===== src/rtl/simon_pkt_out_if.sv =====
// simon_pkt_out_if -- core-side beat bus and host-side packet bus of the
// SIMON output packetiser, bundled so both ends bind to one instance.
//
// Handshake rule (both directions): a transfer happens on a rising clk edge
// where valid && ready are both 1. The producer keeps valid and its payload
// stable until that edge; ready may be asserted independently of valid.
//
// Signals:
//   data_valid / data_ready : core block beat handshake
//   info_in, count_in       : header fields, meaningful on the first beat only
//   data_in                 : one cipher block, [N-1:0] word 0, [2N-1:N] word 1
//   pkt_valid / pkt_ready   : packet handshake towards the transmit logic
//   pkt_out                 : assembled packet, MSB first
//   err                     : one-cycle header error code
//   pkt_count               : header count expected for the next packet
//
// Modports: slave = packetiser view, master = core/host view.
// Macro SIMON_PKT_CHECKSUM_EN widens pkt_out by one checksum byte.
interface simon_pkt_out_if #(
    parameter int N              = 16,
    parameter int BLOCKS_PER_PKT = 2
);
    localparam int W = 2 * BLOCKS_PER_PKT;
`ifdef SIMON_PKT_CHECKSUM_EN
    localparam int PKT_BYTES = 3 + W * N / 8;
`else
    localparam int PKT_BYTES = 2 + W * N / 8;
`endif

    logic                   data_valid;
    logic                   data_ready;
    logic [7:0]             info_in;
    logic [7:0]             count_in;
    logic [2*N-1:0]         data_in;
    logic                   pkt_valid;
    logic                   pkt_ready;
    logic [PKT_BYTES*8-1:0] pkt_out;
    logic [1:0]             err;
    logic [7:0]             pkt_count;

    modport slave (
        input  data_valid, info_in, count_in, data_in, pkt_ready,
        output data_ready, pkt_valid, pkt_out, err, pkt_count
    );

    modport master (
        output data_valid, info_in, count_in, data_in, pkt_ready,
        input  data_ready, pkt_valid, pkt_out, err, pkt_count
    );
endinterface


===== src/rtl/simon_pkt_out.sv =====
// simon_pkt_out -- output packetiser for the SIMON datapath.
// Collects BLOCKS_PER_PKT two-word cipher blocks, validates the header of the
// first beat and presents {info, count, word W-1 .. word 0} as one packet.
//
// Ports:
//   clk     : clock, all state changes on the rising edge
//   nR      : asynchronous active-low reset
//   bus     : simon_pkt_out_if.slave (beat input, packet output, err, pkt_count)
//   state_o : current FSM state (0 IDLE, 1 COLLECT, 2 SEND) for observation
//
// Optional: define SIMON_PKT_CHECKSUM_EN to append an XOR checksum byte.
module simon_pkt_out #(
    parameter int         N              = 16,
    parameter int         BLOCKS_PER_PKT = 2,
    parameter logic [3:0] MODE           = 4'h0
) (
    input  logic                  clk,
    input  logic                  nR,
    simon_pkt_out_if.slave        bus,
    output logic [1:0]            state_o
);
    localparam int W          = 2 * BLOCKS_PER_PKT;
    localparam int BASE_BYTES = 2 + W * N / 8;
    localparam int BW         = (BLOCKS_PER_PKT > 1) ? $clog2(BLOCKS_PER_PKT) : 1;

    typedef enum logic [1:0] {
        IDLE    = 2'd0,
        COLLECT = 2'd1,
        SEND    = 2'd2
    } state_t;

    state_t                state_q, state_d;
    logic [7:0]            info_q, info_d;
    logic [7:0]            hdr_cnt_q, hdr_cnt_d;
    logic [W-1:0][N-1:0]   words_q, words_d;
    logic [BW-1:0]         idx_q, idx_d;
    logic [7:0]            pkt_count_q, pkt_count_d;
    logic [1:0]            err_q, err_d;
    logic                  data_ready_q, data_ready_d;
    logic                  pkt_valid_q, pkt_valid_d;
    logic                  accept;

    assign accept = bus.data_valid && data_ready_q;

    always_ff @(posedge clk or negedge nR) begin
        if (!nR) begin
            state_q      <= IDLE;
            info_q       <= '0;
            hdr_cnt_q    <= '0;
            words_q      <= '0;
            idx_q        <= '0;
            pkt_count_q  <= '0;
            err_q        <= '0;
            data_ready_q <= 1'b0;
            pkt_valid_q  <= 1'b0;
        end else begin
            state_q      <= state_d;
            info_q       <= info_d;
            hdr_cnt_q    <= hdr_cnt_d;
            words_q      <= words_d;
            idx_q        <= idx_d;
            pkt_count_q  <= pkt_count_d;
            err_q        <= err_d;
            data_ready_q <= data_ready_d;
            pkt_valid_q  <= pkt_valid_d;
        end
    end

    always_comb begin
        state_d     = state_q;
        info_d      = info_q;
        hdr_cnt_d   = hdr_cnt_q;
        words_d     = words_q;
        idx_d       = idx_q;
        pkt_count_d = pkt_count_q;
        err_d       = 2'd0;

        case (state_q)
            IDLE: begin
                if (accept) begin
                    // Header checks in priority order; a bad header consumes
                    // the beat and leaves everything else untouched.
                    if (bus.count_in != pkt_count_q) begin
                        err_d = 2'd1;
                    end else if (bus.info_in[3:0] != MODE) begin
                        err_d = 2'd2;
                    end else if (!bus.info_in[4]) begin
                        err_d = 2'd3;
                    end else begin
                        info_d      = bus.info_in;
                        hdr_cnt_d   = bus.count_in;
                        pkt_count_d = pkt_count_q + 8'd1;
                        if (bus.info_in[5]) begin
                            // Zero-fill: header only, no data collected.
                            words_d = '0;
                            state_d = SEND;
                        end else begin
                            words_d[0] = bus.data_in[N-1:0];
                            words_d[1] = bus.data_in[2*N-1:N];
                            idx_d      = BW'(1);
                            state_d    = (BLOCKS_PER_PKT == 1) ? SEND : COLLECT;
                        end
                    end
                end
            end
            COLLECT: begin
                if (accept) begin
                    for (int b = 0; b < BLOCKS_PER_PKT; b++) begin
                        if (idx_q == BW'(b)) begin
                            words_d[2*b]   = bus.data_in[N-1:0];
                            words_d[2*b+1] = bus.data_in[2*N-1:N];
                        end
                    end
                    if (idx_q == BW'(BLOCKS_PER_PKT - 1)) begin
                        state_d = SEND;
                    end else begin
                        idx_d = idx_q + BW'(1);
                    end
                end
            end
            SEND: begin
                if (pkt_valid_q && bus.pkt_ready) begin
                    state_d = IDLE;
                end
            end
            default: state_d = IDLE;
        endcase

        // Both handshake outputs are registered views of the next state, which
        // gives the one-cycle packet latency and ready low for the whole send.
        data_ready_d = (state_d != SEND);
        pkt_valid_d  = (state_d == SEND);
    end

    logic [BASE_BYTES*8-1:0] base;
    assign base = {info_q, hdr_cnt_q, words_q};

`ifdef SIMON_PKT_CHECKSUM_EN
    logic [7:0] csum;
    always_comb begin
        csum = 8'd0;
        for (int i = 0; i < BASE_BYTES; i++) begin
            csum = csum ^ base[i*8 +: 8];
        end
    end
    assign bus.pkt_out = {base, csum};
`else
    assign bus.pkt_out = base;
`endif

    assign bus.data_ready = data_ready_q;
    assign bus.pkt_valid  = pkt_valid_q;
    assign bus.err        = err_q;
    assign bus.pkt_count  = pkt_count_q;
    assign state_o        = state_q;
endmodule


===== src/flat_wrapper.sv =====
// flat-port wrapper written by rule: the top's interface ports become plain ports
module simon_pkt_out_flat 
#(
    parameter int         N              = 16,
    parameter int         BLOCKS_PER_PKT = 2,
    parameter logic [3:0] MODE           = 4'h0
)
  (clk, nR, state_o, bus_data_valid, bus_info_in, bus_count_in, bus_data_in, bus_pkt_ready, bus_data_ready, bus_pkt_valid, bus_pkt_out, bus_err, bus_pkt_count);
  simon_pkt_out_if #(.N(N), .BLOCKS_PER_PKT(BLOCKS_PER_PKT)) bus_i ();
  input  logic clk;
  input  logic nR;
  output logic [1:0] state_o;
  input wire logic [$bits(bus_i.data_valid)-1:0] bus_data_valid;
  input wire logic [$bits(bus_i.info_in)-1:0] bus_info_in;
  input wire logic [$bits(bus_i.count_in)-1:0] bus_count_in;
  input wire logic [$bits(bus_i.data_in)-1:0] bus_data_in;
  input wire logic [$bits(bus_i.pkt_ready)-1:0] bus_pkt_ready;
  output wire logic [$bits(bus_i.data_ready)-1:0] bus_data_ready;
  output wire logic [$bits(bus_i.pkt_valid)-1:0] bus_pkt_valid;
  output wire logic [$bits(bus_i.pkt_out)-1:0] bus_pkt_out;
  output wire logic [$bits(bus_i.err)-1:0] bus_err;
  output wire logic [$bits(bus_i.pkt_count)-1:0] bus_pkt_count;
  assign bus_i.data_valid = bus_data_valid;
  assign bus_i.info_in = bus_info_in;
  assign bus_i.count_in = bus_count_in;
  assign bus_i.data_in = bus_data_in;
  assign bus_i.pkt_ready = bus_pkt_ready;
  assign bus_data_ready = bus_i.data_ready;
  assign bus_pkt_valid = bus_i.pkt_valid;
  assign bus_pkt_out = bus_i.pkt_out;
  assign bus_err = bus_i.err;
  assign bus_pkt_count = bus_i.pkt_count;
  simon_pkt_out #(.N(N), .BLOCKS_PER_PKT(BLOCKS_PER_PKT), .MODE(MODE)) u_core (.clk(clk), .nR(nR), .bus(bus_i), .state_o(state_o));
endmodule

===== config.mk =====
export PLATFORM = sky130hd
export DESIGN_NAME = simon_pkt_out_flat
export DESIGN_NICKNAME = d
export VERILOG_FILES = /design/src/rtl/simon_pkt_out_if.sv /design/src/rtl/simon_pkt_out.sv /design/src/flat_wrapper.sv
export SDC_FILE = /design/constraint.sdc
export NUM_CORES = 1
export LEC_CHECK = 0
export BUFFER_PORTS_ARGS = -buffer_cell sky130_fd_sc_hd__buf_2
export CAP_MARGIN = 5
export CORE_MARGIN = 2
export CORE_UTILIZATION = 51
export CTS_BUF_LIST = sky130_fd_sc_hd__clkbuf_8
export DETAILED_ROUTE_END_ITERATION = 7
export GPL_TIMING_DRIVEN = 0
export PLACE_DENSITY = 0.8
export SETUP_SLACK_MARGIN = 0.1
export SLEW_MARGIN = 25
export SYNTH_ARGS = -nofsm -noshare
export SYNTH_HDL_FRONTEND = slang
export SYNTH_SLANG_ARGS = --single-unit

===== constraint.sdc =====
create_clock -name clk -period 2.5 [get_ports clk]
set_input_delay 0 -clock clk [delete_from_list [all_inputs] [get_ports clk]]
set_output_delay 0 -clock clk [all_outputs]
set_load 0.01 [all_outputs]

After elaboration in Yosys (flattened, before gate mapping)
Index checks and enable logic that the tools add are counted.
{ "totals": {"register_bits": 95, "in_bits": 52, "out_inout_bits": 94, "word_cells": 71} }
{ "classes": {"add_sub_neg": 2, "eq_ne": 14, "n_mux": 32, "bitwise_logic": 2, "n_reduce_logical": 9} }
{ "ops": {"columns": ["operator", "count"], "rows": [
  ["$mux W64", 5],
  ["$mux W32", 4],
  ["$pmux W64 S2", 1],
  ["$mux W2", 13],
  ["$ne A2 B2 Y1 const B", 7],
  ["$reduce_and A7 Y1", 2],
  ["$add A8 B1 Y8 const B", 1],
  ["$ne A8 B8 Y1", 1],
  ["$reduce_and A8 Y1", 1],
  ["$mux W1", 7],
  ["$ne A2 B1 Y1 const B", 3],
  ["$pmux W2 S3", 1],
  ["$reduce_and A5 Y1", 1],
  ["$eq A2 B2 Y1 const B", 2],
  ["$reduce_bool A4 Y1", 1],
  ["$eq A2 B1 Y1 const B", 1],
  ["$logic_and A1 B1 Y1", 2],
  ["$logic_not A2 Y1", 1],
  ["$not A1 Y1", 2],
  ["$pmux W1 S2", 1],
  ["$reduce_bool A2 Y1", 1],
  ["$add A1 B1 Y1 const B", 1]
]} }

Logic depth before layout (Yosys ltp)
Gate-level depths: netlist (run 1).
{ "depth": {"ltp_word": 7, "ltp_mapped": 7, "depth_no_buf": 4} }

Worst setup path before layout (run 1)
OpenSTA, ideal clock, no wires.
{ "synth_timing": {"kind": "register -> register", "start": "register u_core.pkt_count_q[0], in the netlist u_core.bus.pkt_count[0]", "end": "register u_core.words_q, in the netlist u_core.bus.pkt_out[51]", "setup_ns": 0.121, "t_arrival_ns": 1.680, "t_required_ns": 2.379, "setup_slack_ns": 0.699, "stages_incl_launch_ff": 6, "path_buffers": 1, "synth_period_minus_slack_ns": 1.801, "cell_sequence": "dfrtp_1 -> xnor2_2 -> nand4_2 -> nor4_4 -> buf_6 -> o21ai_1"} }
{ "synth_via": {"elab_chain_cells": 3} }
{ "synth_lines": {"columns": ["element", "line", "text"], "rows": [
  ["from (decl)", "simon_pkt_out.sv:37", "logic [7:0] pkt_count_q, pkt_count_d;"],
  ["from (signal assigned)", "simon_pkt_out.sv:62", "pkt_count_q <= pkt_count_d;"],
  ["$ne A8 B8 Y1", "simon_pkt_out.sv:83", "if (bus.count_in != pkt_count_q) begin"],
  ["$ne A2 B2 Y1 (no source line)", null, null],
  ["$reduce_and A8 Y1 (no source line)", null, null],
  ["to (signal assigned)", "simon_pkt_out.sv:60", "words_q <= words_d;"],
  ["to (decl)", "simon_pkt_out.sv:35", "logic [W-1:0][N-1:0] words_q, words_d;"]
]} }
Every way passes these cells.
A chain may end at the register's enable or synchronous reset.

Worst setup path after layout (run 1)
{ "layout_timing": {"start": "register u_core.pkt_count_q[0], in the netlist u_core.bus.pkt_count[0]", "end": "register u_core.words_q, in the netlist u_core.bus.pkt_out[45]"} }
The elaborated chain is that of the path after synthesis.

==> results.yml, run 1 <==
sta:
  setup_viol: 0
  final.min_clock_period_ns: 2.16
  period_share: 0.865
  fin_skew_ns: 0.00953
  slew_violations: 0
  rsz0062_at_grt: "false"
  setup_ws_ns: 0.338
  worst_pin_slew_ns: 0.626
  max_freq_mhz: 463
  hold_viol_final: 0
  finalSetupTns_ns: 0
  slew_headroom: 0.580
yosys:
  seq_area_frac_synth: 0.609
  synth_top_area_share: 0.609
  ys_types: 38
  synth_seq_cells: 95
  syn_avg_cell_area_um2: 11.8
  synth_top_area_cell: "dfrtp_1"
  syn_inst: 331
  syn_area_mm2: 0.00390
  ys_top_cells_by_area: "dfrtp_1, a32o_1, nand2_1"
  synthesis.nets: 384
  yosys_warnings: 0
die:
  dieWidth_um: 91.5
  die-area_mm2: 0.00837
  initial_core_util: 0.533
  fp.dieH_um: 91.5
  core_area_mm2: 0.00733
  fp-row-count: 31
  ios: 146
cts:
  cts_buffers: 9
  root_buffer: "clkbuf_8"
  tritoncts: "done"
  cts_buffer_depth: 2
  cts.htree.levels: 3
  cts_sinks: 95
  clk_latency_ns: 0.35
  clk_pin_slew_worst_paths_ns: 0.10
  postCtsResizedCells: 0
critical_path:
  criticalPathCategory: "reg2reg"
  r2r_start: "u_core.bus.pkt_count[0]"
  startpoint: "u_core.bus.pkt_count[0]"
  arrival_ns: 2.39
  crit_fanout: 10
  end_kind: "flip-flop"
  r2r_slack_ns: 0.34
  worstSetupStartpointType: "flip-flop"
  cp.required_ns: 2.73
global_routing:
  use_met2: 0.432
  grt_pass1_wl_um: 16900
  grt_antenna_before_repair: 0
  grt_pass1_vias: 3396
  grt_overflow: 0
  met3_usage: 0.0340
  use_met1: 0.336
  busiest_layer: "met2"
  grt_max_degree: 67
  grt_util_all_layers: 0.257
routing:
  vias: 3514
  drtPass1Iterations: 4
  drt_iter0_drc: 166
  wl_per_cell_um: 16.6
  wl_um: 10600
  ant_nets: 0
  vias_per_cell: 5.52
  drc: 0
power:
  max-vdd-ir-drop_mv: 0.358
  p_leak_uw: 0.00288
  p_per_area_mw_per_mm2: 512
place:
  dpl_worst_slack_ns: 0.393
  globalplace.congestion: 0.885
  io_buffers: 145
  dp_hpwl_um: 7120
layout:
  fin_nets: 586
  drive_gt1_frac: 0.331
  diodes: 0
  syn_to_final_growth_pct: 39.3
outcome:
  outcome: "finished, final reports clean"
min_path:
  worstHoldPathType: "in2reg"
  min_from: "bus_info_in[2]"
run:
  max_cap_viol_count: 0
power by group:
group / switching, uW / internal (uW) / total, uW
clock network: 554 / 475 / 1030
registers: 6.16 / 1540 / 1550
logic: 103 / 105 / 208
total: 663 / 2120 / 2790
registers in the layout (all words and copies together) (netlist names):
| register | count |
|---|---|
| u_core.bus.data_ready | 1 |
| u_core.bus.err | 2 |
| u_core.bus.pkt_count | 8 |
| u_core.bus.pkt_out | 64 |
| u_core.bus.pkt_valid | 1 |
| u_core.hdr_cnt_q | 8 |
| u_core.idx_q | 1 |
| u_core.info_q | 8 |
| u_core.state_o | 2 |
per-layer routing:
metal | wire (um) | vias up
met5 | 0 | -
met4 | 387 | 0
met3 | 604 | 34
met2 | 5260 | 166
met1 | 4330 | 1712
li1 | - | 1602
per-stage QoR:
stage	util	hold WS, ns	total power [uW]	instance area, um^2	instances
after floorplan	-	-0.296	1620	3910	331
after global placement	0.649	0.218	1720	4750	575
after detailed placement	0.653	-0.107	1730	4790	576
after CTS	0.742	0.0119	2800	5440	637
after global routing	0.742	0.0148	2890	5440	637
final	0.742	0.0153	2790	5440	637
cells in the mapped netlist:
cell      instances
dfrtp_1          95
nand2_1          68
o21ai_1          33
a32o_1           32
clkbuf_1         17
mux2_1           10
xnor2_1           8
nor4_1            7
xor2_1            6
and2_1            5
nand3_1           5
nand4_1           5
buf_2             4
and4_1            3
buf_6             3
nand4_2           3
and3_1            2
inv_1             2
nand2b_1          2
nor4_4            2
or3_1             2
a211oi_1          1
a21o_1            1
a21oi_1           1
a311oi_1          1
and3b_1           1
and4bb_1          1
ha_1              1
mux2_2            1
nand2_2           1
nand3b_1          1
nor2b_1           1
nor3_1            1
nor3b_1           1
o211ai_1          1
o31ai_2           1
o41ai_1           1
xnor2_2           1
cell families after synthesis:
logic type | after synthesis | share of synthesized area
AND/OR/NAND/NOR | 111 | 0.150
flip-flops | 95 | 0.609
AO/OA/AOI/OAI | 72 | 0.139
buffers and inverters | 26 | 0.0320
XOR/XNOR | 15 | 0.0356
multiplexers | 11 | 0.0317
adder cells (fa/ha/maj) | 1 | 0.00320
cells in the final DEF (no fill, tap or decap), types with 2 or more instances in the layout:
cell	instances
a32o_1	32
and2_1	5
and3_1	2
and4_1	3
buf_2	148
buf_6	4
clkbuf_1	17
clkbuf_8	9
clkinvlp_4	2
dfrtp_1	95
dlygate4sd3_1	45
inv_1	2
inv_6	2
mux2_1	10
nand2_1	68
nand2b_1	2
nand3_1	5
nand4_1	5
nand4_2	3
nor4_1	7
nor4_4	2
o21ai_1	33
or3_1	2
xnor2_1	8
xor2_1	6
final cells by class:
| cell class | instances | area [um^2] |
|---|---|---|
| sequential | 95 | 2380 |
| fill | 527 | 1890 |
| multi-input combinational | 210 | 1400 |
| timing repair buffer | 191 | 1210 |
| clock buffer | 9 | 124 |
| tap | 99 | 124 |
| buffer | 24 | 118 |
| clock inverter | 7 | 78.8 |
| inverter | 2 | 7.51 |
worst paths after layout:
check                                    endpoint  depth (start not counted)
min in group asynchronous        u_core.info_q[3]                          2
max in group asynchronous  u_core.bus.pkt_out[10]                          3
hold / removal                  u_core.bus.err[0]                          4
setup / recovery           u_core.bus.pkt_out[45]                          5
setup reg to reg           u_core.bus.pkt_out[45]                          5
hold reg to reg                  u_core.info_q[4]                          1
timing repair:
action / 4_1_cts / 5_1_grt
endpoints found under the hold margin: 171 / 0
buffers inserted: 0 / 0
hold buffers: 45 / 0
worst max-delay path, cell delays in order (launching register included):
cell     delay, ns
dfrtp_1       0.51
xnor2_2       0.23
nand4_2       0.27
nor4_4        0.68
buf_6         0.23
o21ai_1       0.11
No activity file was read; power rests on OpenSTA's default activity.
==> inputs of run 2 (changes only) <==
--- a/config.mk
+++ b/config.mk
@@ -13,6 +13,7 @@
 export DETAILED_ROUTE_END_ITERATION = 7
 export GPL_TIMING_DRIVEN = 0
 export PLACE_DENSITY = 0.8
+export RECOVER_POWER = 25
 export SETUP_SLACK_MARGIN = 0.1
 export SLEW_MARGIN = 25
 export SYNTH_ARGS = -nofsm -noshare
==> run 2 against run 1 <==
Net effect:
- the run now ends with capacitance limit, slew limit left
- global-route usage unchanged
- sequential power is essentially flat
- first-iteration DRC count decreased by 2.4%
- via count is 0.17% lower
- clock skew hardly changed
- design area is 0.14% lower
- register-to-register slack barely moved
- count of clock-buffer cells in the layout is the same
==> results.yml, run 2 (synthesis results as in run 1) <==
outcome:
  outcome: "finished, violations left"
  violations: "capacitance limit, slew limit"
min_path:
  holdPathEnd: "u_core.bus.err[0]"
  min_from: "bus_info_in[2]"
  worstHoldPathCells: 4
  worstHoldPathType: "in2reg"
layout:
  syn_to_final_growth_pct: 39.2
  largest_register_ffs: 64
  regArea_mm2: 0.00238
  mostFrequentLayoutCells: "buf_2, dfrtp_1, nand2_1, dlygate4sd3_1, o21ai_1"
  diodes: 0
  final_core_util: 0.741
  fin_area_mm2: 0.00543
  final_common_cell: "buf_2"
  fin_nets: 586
  drive_gt1_frac: 0.329
  multi_input_area_mm2: 0.00140
  fillerInstances: 529
routing:
  wl_um: 10600
  drtPass1Iterations: 4
  drc: 0
  drt_iter0_drc: 162
  ant_nets: 0
  vias: 3508
  vias_per_cell: 5.51
  wl_per_cell_um: 16.6
place:
  io_buffers: 145
  postPlaceCellArea_mm2: 0.00479
  dpl_worst_slack_ns: 0.393
  globalplace.congestion: 0.885
  dp_hpwl_um: 7120
die:
  ios: 146
  dieWidth_um: 91.5
  core_area_mm2: 0.00733
  fp-row-count: 31
  initial_core_util: 0.533
  fp.dieH_um: 91.5
  die-area_mm2: 0.00837
critical_path:
  criticalPathCategory: "reg2reg"
  end_kind: "flip-flop"
  r2r_end: "u_core.bus.pkt_out[45]"
  max_stage_delay_ns: 0.68
  r2r_cells: 5
  crit_fanout: 10
  cpMaxStageDelayCell: "nor4_4"
  worstSetupStartpointType: "flip-flop"
  cp.required_ns: 2.73
  crit_chain: "xnor2_2 > nand4_2 > nor4_4 > buf_6 > o21ai_1"
  arrival_ns: 2.39
  r2r_slack_ns: 0.34
  r2r_start: "u_core.bus.pkt_count[0]"
sta:
  slew_headroom: -0.141
  rsz0062_at_grt: "false"
  max_freq_mhz: 462
  setup_ws_ns: 0.338
  setup_viol: 0
  period_share: 0.865
  final.min_clock_period_ns: 2.16
  worst_pin_slew_ns: 1.71
  fin_skew_ns: 0.00951
  slew_violations: 30
  finalSetupTns_ns: 0
  whs_ns: 0.0155
  hold_viol_final: 0
global_routing:
  grt_util_all_layers: 0.257
  grt_overflow: 0
  grt_max_degree: 67
  grt_pass1_vias: 3396
  grt_antenna_before_repair: 0
  grt_pass1_wl_um: 16900
power:
  p_per_area_mw_per_mm2: 513
  max-vdd-ir-drop_mv: 0.358
  p_leak_uw: 0.00288
run:
  max_cap_viol_count: 1
cts:
  cts_setup_buffers: 0
  clk_pin_slew_worst_paths_ns: 0.10
  cts.htree.levels: 3
  tritoncts: "done"
  clk_latency_ns: 0.35
  cts_buffers: 9
  root_buffer: "clkbuf_8"
  cts_buffer_depth: 2
  cts_sinks: 95
-- run 2: cell types whose count changed in the layout (fill, tap and decap cells not counted) --
cell / before / now
clkbuf_1: 17 / 18
buf_6: 4 / 3
-- run 2: worst max-delay path: cells and delay by family (launching register included) --
family          cells  cell delay, ns
compound gates      1            0.11
xor+xnor            1            0.23
buf+inv             1            0.23
flops               1            0.51
simple gates        2            0.96
-- run 2: layer usage --
layer  global-route usage  share of wire  vias to the layer above
met4                0.111          0.036                        0
met2                0.432           0.50                      146
met3               0.0340          0.051                       34
li1                     -              -                     1602
met5                    0              0                        -
met1                0.336           0.42                     1726
-- run 2: report_power, final --
| part | internal, uW | switching (uW) |
|---|---|---|
| combinational | 104 | 102 |
| clock | 475 | 555 |
| sequential | 1540 | 6.18 |
-- run 2: worst max path at each step --
stage / start / to / cells past startpoint / slack, ns
detailed placement: u_core.bus.pkt_count[0] / u_core.bus.pkt_out[38] / 5 / 0.39
global route: u_core.bus.pkt_count[2] / u_core.bus.pkt_out[23] / 5 / 0.19
floorplan: u_core.bus.pkt_count[0] / u_core.bus.pkt_out[51] / 5 / 0.70
finish: u_core.bus.pkt_count[0] / u_core.bus.pkt_out[45] / 5 / 0.34
CTS: u_core.bus.pkt_count[0] / u_core.bus.pkt_out[36] / 5 / 0.38
global placement: u_core.bus.pkt_count[0] / u_core.bus.pkt_out[19] / 5 / 0.39
-- run 2: area by class of cell --
cell class / count / area share
Inverter: 2 / 0.00138
Timing Repair Buffer: 191 / 0.221
Buffer: 24 / 0.0216
Tap cell: 99 / 0.0228
Clock inverter: 7 / 0.0145
Clock buffer: 9 / 0.0228
Multi-Input combinational cell: 210 / 0.258
Sequential cell: 95 / 0.437
-- run 2: through the flow --
stage | total power [uW] | instances
finish | 2790 | 637
global route | 2890 | 637
CTS | 2800 | 637
detailed placement | 1730 | 576
global placement | 1720 | 575
floorplan | 1620 | 331
-- run 2: what timing repair did --
action,4_1_cts,5_1_grt
setup endpoints to repair,0,0
endpoints found under the hold margin,171,0
hold buffers,45,0
gates resized for setup,0,0
